===== config.mk =====
export PLATFORM = sky130hd
export DESIGN_NAME = counter_dff
export DESIGN_NICKNAME = d
export VERILOG_FILES = /design/src/rtl/counter_dff.sv
export SDC_FILE = /design/constraint.sdc
export NUM_CORES = 1
export LEC_CHECK = 0
export ABC_AREA = 1
export CAP_MARGIN = 0
export CORE_AREA = 2 2 39 41
export DETAILED_ROUTE_END_ITERATION = 8
export DIE_AREA = 0 0 41 43
export PLACE_DENSITY_LB_ADDON = 0.25
export SYNTH_ARGS = -nofsm -noshare
export SYNTH_HDL_FRONTEND = slang
export SYNTH_SLANG_ARGS = --single-unit

===== constraint.sdc =====
create_clock -name clk -period 1.3 [get_ports clk]
set_input_delay 0.26 -clock clk [delete_from_list [all_inputs] [get_ports clk]]
set_output_delay 0.26 -clock clk [all_outputs]
set_load 0.03 [all_outputs]

===== src/rtl/counter_dff.sv =====
// 3-bit synchronous up/down counter built from three D flip-flops.
// mode=0 counts up, mode=1 counts down; reset is synchronous, active-high.

module counter_dff_bit (
  input  logic i_clk,
  input  logic i_rst,
  input  logic i_d,
  output logic o_q
);

  logic r_q;

  always_ff @(posedge i_clk) begin
    if (i_rst) r_q <= 1'b0;
    else       r_q <= i_d;
  end

  assign o_q = r_q;

endmodule

module counter_dff (
  input  logic       reset,
  input  logic       clk,
  input  logic       mode,
  output logic [2:0] count
);

  logic [2:0] w_q;
  logic [2:0] w_d;
  logic       w_t1;
  logic       w_t2;

  // Toggle terms: a bit flips when all lower bits are 1 (up) or 0 (down).
  assign w_t1 = w_q[0] ^ mode;
  assign w_t2 = (w_q[1] ^ mode) & (w_q[0] ^ mode);

  assign w_d[0] = ~reset & ~w_q[0];
  assign w_d[1] = ~reset & (w_q[1] ^ w_t1);
  assign w_d[2] = ~reset & (w_q[2] ^ w_t2);

  counter_dff_bit u_ff0 (
    .i_clk (clk),
    .i_rst (reset),
    .i_d   (w_d[0]),
    .o_q   (w_q[0])
  );

  counter_dff_bit u_ff1 (
    .i_clk (clk),
    .i_rst (reset),
    .i_d   (w_d[1]),
    .o_q   (w_q[1])
  );

  counter_dff_bit u_ff2 (
    .i_clk (clk),
    .i_rst (reset),
    .i_d   (w_d[2]),
    .o_q   (w_q[2])
  );

  assign count = w_q;

endmodule


Yosys cells after proc, flatten, opt, wreduce, memory -nomap -nowiden

Index checks and enable logic that the tools add are counted.

Logic and storage cells: 13
Input bits: 3
Output and inout port bits: 3
Register bits: 3

Bitwise operators: 10

Operators with widths:

| cell              | number |
|---|---|
| bitwise AND 1 bit | 4 |
| bitwise XOR 1 bit | 4 |
| NOT 1 bit         | 2 |

Longest topological paths before layout

Gate-level depths: netlist of run 1.

Depth in word-level cells: 4
Depth in mapped cells: 6
Gate-level depth less buffers: 6

Modules after synthesis

A second synthesis of run 1 with hierarchy kept.

Cells, all modules: 28
Area, all modules: 182.7 µm²

By module, submodules not included:

| module          | instances | cells an instance | area an instance (µm²) |
|---|---|---|---|
| counter_dff     | 1         | 19                | 92.6 |
| counter_dff_bit | 3         | 3                 | 30.0 |

Worst setup path after synthesis of run 1

Ideal clock, no wire load.

Path kind: register -> output
Start: register u_ff0.r_q, in the netlist u_ff0.o_q
End: output count[0]
Buffers on the path: 1
Cell stages (with the launch flop): 2
Data required time: 1.040 ns
Slack: 0.496 ns
Arrival: 0.544 ns
Path through: dfxtp_1 buf_4

RTL lines:

| element                | line | source |
|---|---|---|
| from (decl)            | 11   | `logic r_q;` |
| from (signal assigned) | 15   | `else r_q <= i_d;` |
| to (decl)              | 26   | `output logic [2:0] count` |

No word-level cell between the ends.

Worst setup path in the final report of run 1

Start: register u_ff1.r_q, in the netlist u_ff1.o_q
End: output count[1]

RTL lines:

| element                | line |
|---|---|
| from (decl)            | 11 |
| from (signal assigned) | 15 |

No word-level cell between the ends.

==> results.ini, run 1 <==
[detailed_routing]
first_pass_iters = 2
drt-vias-per-instance = 3.04
post_drt_wl_per_cell_um = 5.48
wl_um = 252
ant_nets = 0
drc = 0
vias = 140
drt_iter0_markers = 2

[sta]
setup_violations = 0
worst_clock_skew_ns = 0.00110
relSlewSlack_pct = 80.5
max_freq_ghz = 0.827
layout_min_cycle_time_ns = 1.21
setup_tns_ns = 0
period_share_pct = 93.1
rsz0062_at_grt = no
drv_slew = 0
max_slew.worst_pin.slew_ns = 0.294
final_hold_viol_count = 0

[floorplan]
start_util_pct = 11.0
placeableCoreArea_um2 = 1380
die_h_um = 43
dieArea_um2 = 1760
rows = 14
ios = 6
die_x_um = 41

[power]
clock_power_share_pct = 48.2
p_int_uw = 242
netSwitchingFraction_pct = 26.8
powerDensity_nw_per_um2 = 1500
p_leak_nw = 0.116
p_sw_uw = 88.4
comb_power_share_pct = 18.7
ir_drop_mv = 0.397
seq_power_share_pct = 33.1

[outcome]
status = finished clean

[synthesis]
syn_area_um2 = 153
synth_cells = 24
yosys_warnings = 0
synth_nets = 27
synth_seq_cells = 3
synth_area_per_cell_um2 = 6.36
ys_seq_area_share_pct = 39.3
yosysUniqueCellTypes = 7

[setup_path]
cp_max_fo = 3
cpMaxStageDelayCell = dlygate4sd2_1
end_kind = primary output
required_ns = 1.04
cp.buffers_inverters = 1
slowest_delay_ns = 0.40
cp_top_family = buffers and inverters
critPathLaunchType = register
cp_cell_sequence = dlygate4sd2_1
worstPathArrival_ns = 0.95
critical_path_class = reg -> out

[global_routing]
grt_pass1_vias = 105
grt_antenna_before_repair = 0
grt_pass1_wl_um = 345
grt_overflow = 0
track_usage_pct = 3.61
grt_max_degree = 7

[placement]
place_congestion = 0.599
io_buffer_count = 5
place_hpwl_um = 211

[layout]
drive_gt1_share_pct = 16.7
diodes = 0
area_delta_synth_final_pct = 44.3
fill_cells = 173
seqCellArea_um2 = 60.1
final_nets = 34
fin_util_pct = 15.9
multi_input_area_um2 = 55.1

[hold_path]
hold_path_class = reg -> reg

[clocking]
htreeDepth = 1
ctsHoldBuffers = 0
cts_buffers = 3
cts_root_buf = clkbuf_4
cts_setup_buffers = 0
clock-sinks = 3
clockBufferDepth = 2
post_cts_resized = 1
clkTransAtPathRegs_ns = 0.04
cts_tree = yes
worstSkewPairLatency_ns = 0.23

[job]
cap_violations = 0

==> kinds of logic after synthesis <==
| family | share of synthesized area, % |
|---|---|
| buf+inv | 24.6 |
| compound gates | 3.28 |
| simple gates | 32.8 |
| flops | 39.3 |
==> cells in the final DEF, fill, tap and decap left out, drive strengths merged <==
cell	Yosys	final
nand2	8	8
nor2	4	4
inv	4	4
clkbuf	0	4
dfxtp	3	3
clkdlybuf4s50	0	2
buf	3	2
a21oi	1	1
nand3	1	1
dlygate4sd2	0	1
==> flip-flops by register name, indices dropped and copies added, names as in the netlist <==
name       flops
u_ff2.o_q      1
u_ff1.o_q      1
u_ff0.o_q      1
==> synthesized netlist by cell type, drive strengths merged <==
master  count  area [µm²]
nand2       8        30.0
a21oi       1        5.00
nor2        4        15.0
dfxtp       3        60.1
inv         4        15.0
buf         3        22.5
nand3       1        5.00
==> power groups by stage <==
stage / sequential (mW) / combinational [mW] / clock [mW]
after floorplan: 0.110 / 0.0531 / 0
final: 0.109 / 0.0617 / 0.159
after detailed placement: 0.111 / 0.0648 / 0
after global placement: 0.111 / 0.0648 / 0
after global routing: 0.111 / 0.0681 / 0.177
after CTS: 0.110 / 0.0629 / 0.168
==> through the flow <==
| stage | worst slack (ns) | instances | instance area [µm²] | hold WS [ns] | power (mW) |
|---|---|---|---|---|---|
| 2_1_floorplan | 0.496 | 24 | 153 | 0.327 | 0.163 |
| 3_3_place_gp | 0.0514 | 42 | 195 | 0.479 | 0.176 |
| 3_5_place_dp | 0.0490 | 42 | 195 | 0.489 | 0.176 |
| 4_1_cts | 0.0777 | 46 | 220 | 0.498 | 0.341 |
| 5_1_grt | 0.0327 | 46 | 220 | 0.510 | 0.356 |
| 6_report | 0.0903 | 46 | 220 | 0.489 | 0.330 |
==> path summary, 6_finish.rpt <==
kind	to	start	depth (start not counted)	slack, ns
max	count[1]	u_ff1.o_q$_SDFF_PP0_	1	0.09
min	u_ff0.o_q$_SDFF_PP0_	u_ff0.o_q$_SDFF_PP0_	1	0.49
max reg2reg	u_ff2.o_q$_SDFF_PP0_	u_ff0.o_q$_SDFF_PP0_	5	0.49
min reg2reg	u_ff0.o_q$_SDFF_PP0_	u_ff0.o_q$_SDFF_PP0_	1	0.49
==> per-layer routing <==
layer | share of wire (%) | track usage (%) | vias up
met3 | 13 | 6.28 | 0
met4 | 0 | 2.00 | 0
met1 | 46 | 2.88 | 56
li1 | - | - | 78
met2 | 41 | 3.75 | 6
met5 | 0 | 0 | -
==> worst reg2reg max path, stage by stage (launching register included) <==
cell and delay (ns):
dfxtp_1 0.40, inv_1 0.06, nand2_1 0.08, nand3_1 0.07
nand2_1 0.06, nor2_1 0.03
==> cell type report <==
type	instances	share of cell area, %
tap	16	9.09
inverter	4	6.82
clock buffer	4	11.9
multi-input combinational	14	25.0
timing repair buffer	5	19.9
sequential	3	27.3
(Power assumes the default switching activity.)
==> inputs of run 2 (changes only) <==
--- a/config.mk
+++ b/config.mk
@@ -6,7 +6,6 @@
 export NUM_CORES = 1
 export LEC_CHECK = 0
 export ABC_AREA = 1
-export CAP_MARGIN = 0
 export CORE_AREA = 2 2 39 41
 export DETAILED_ROUTE_END_ITERATION = 8
 export DIE_AREA = 0 0 41 43
==> results of run 2 <==
Final layout, timing and power as in run 1 (identical DEF).
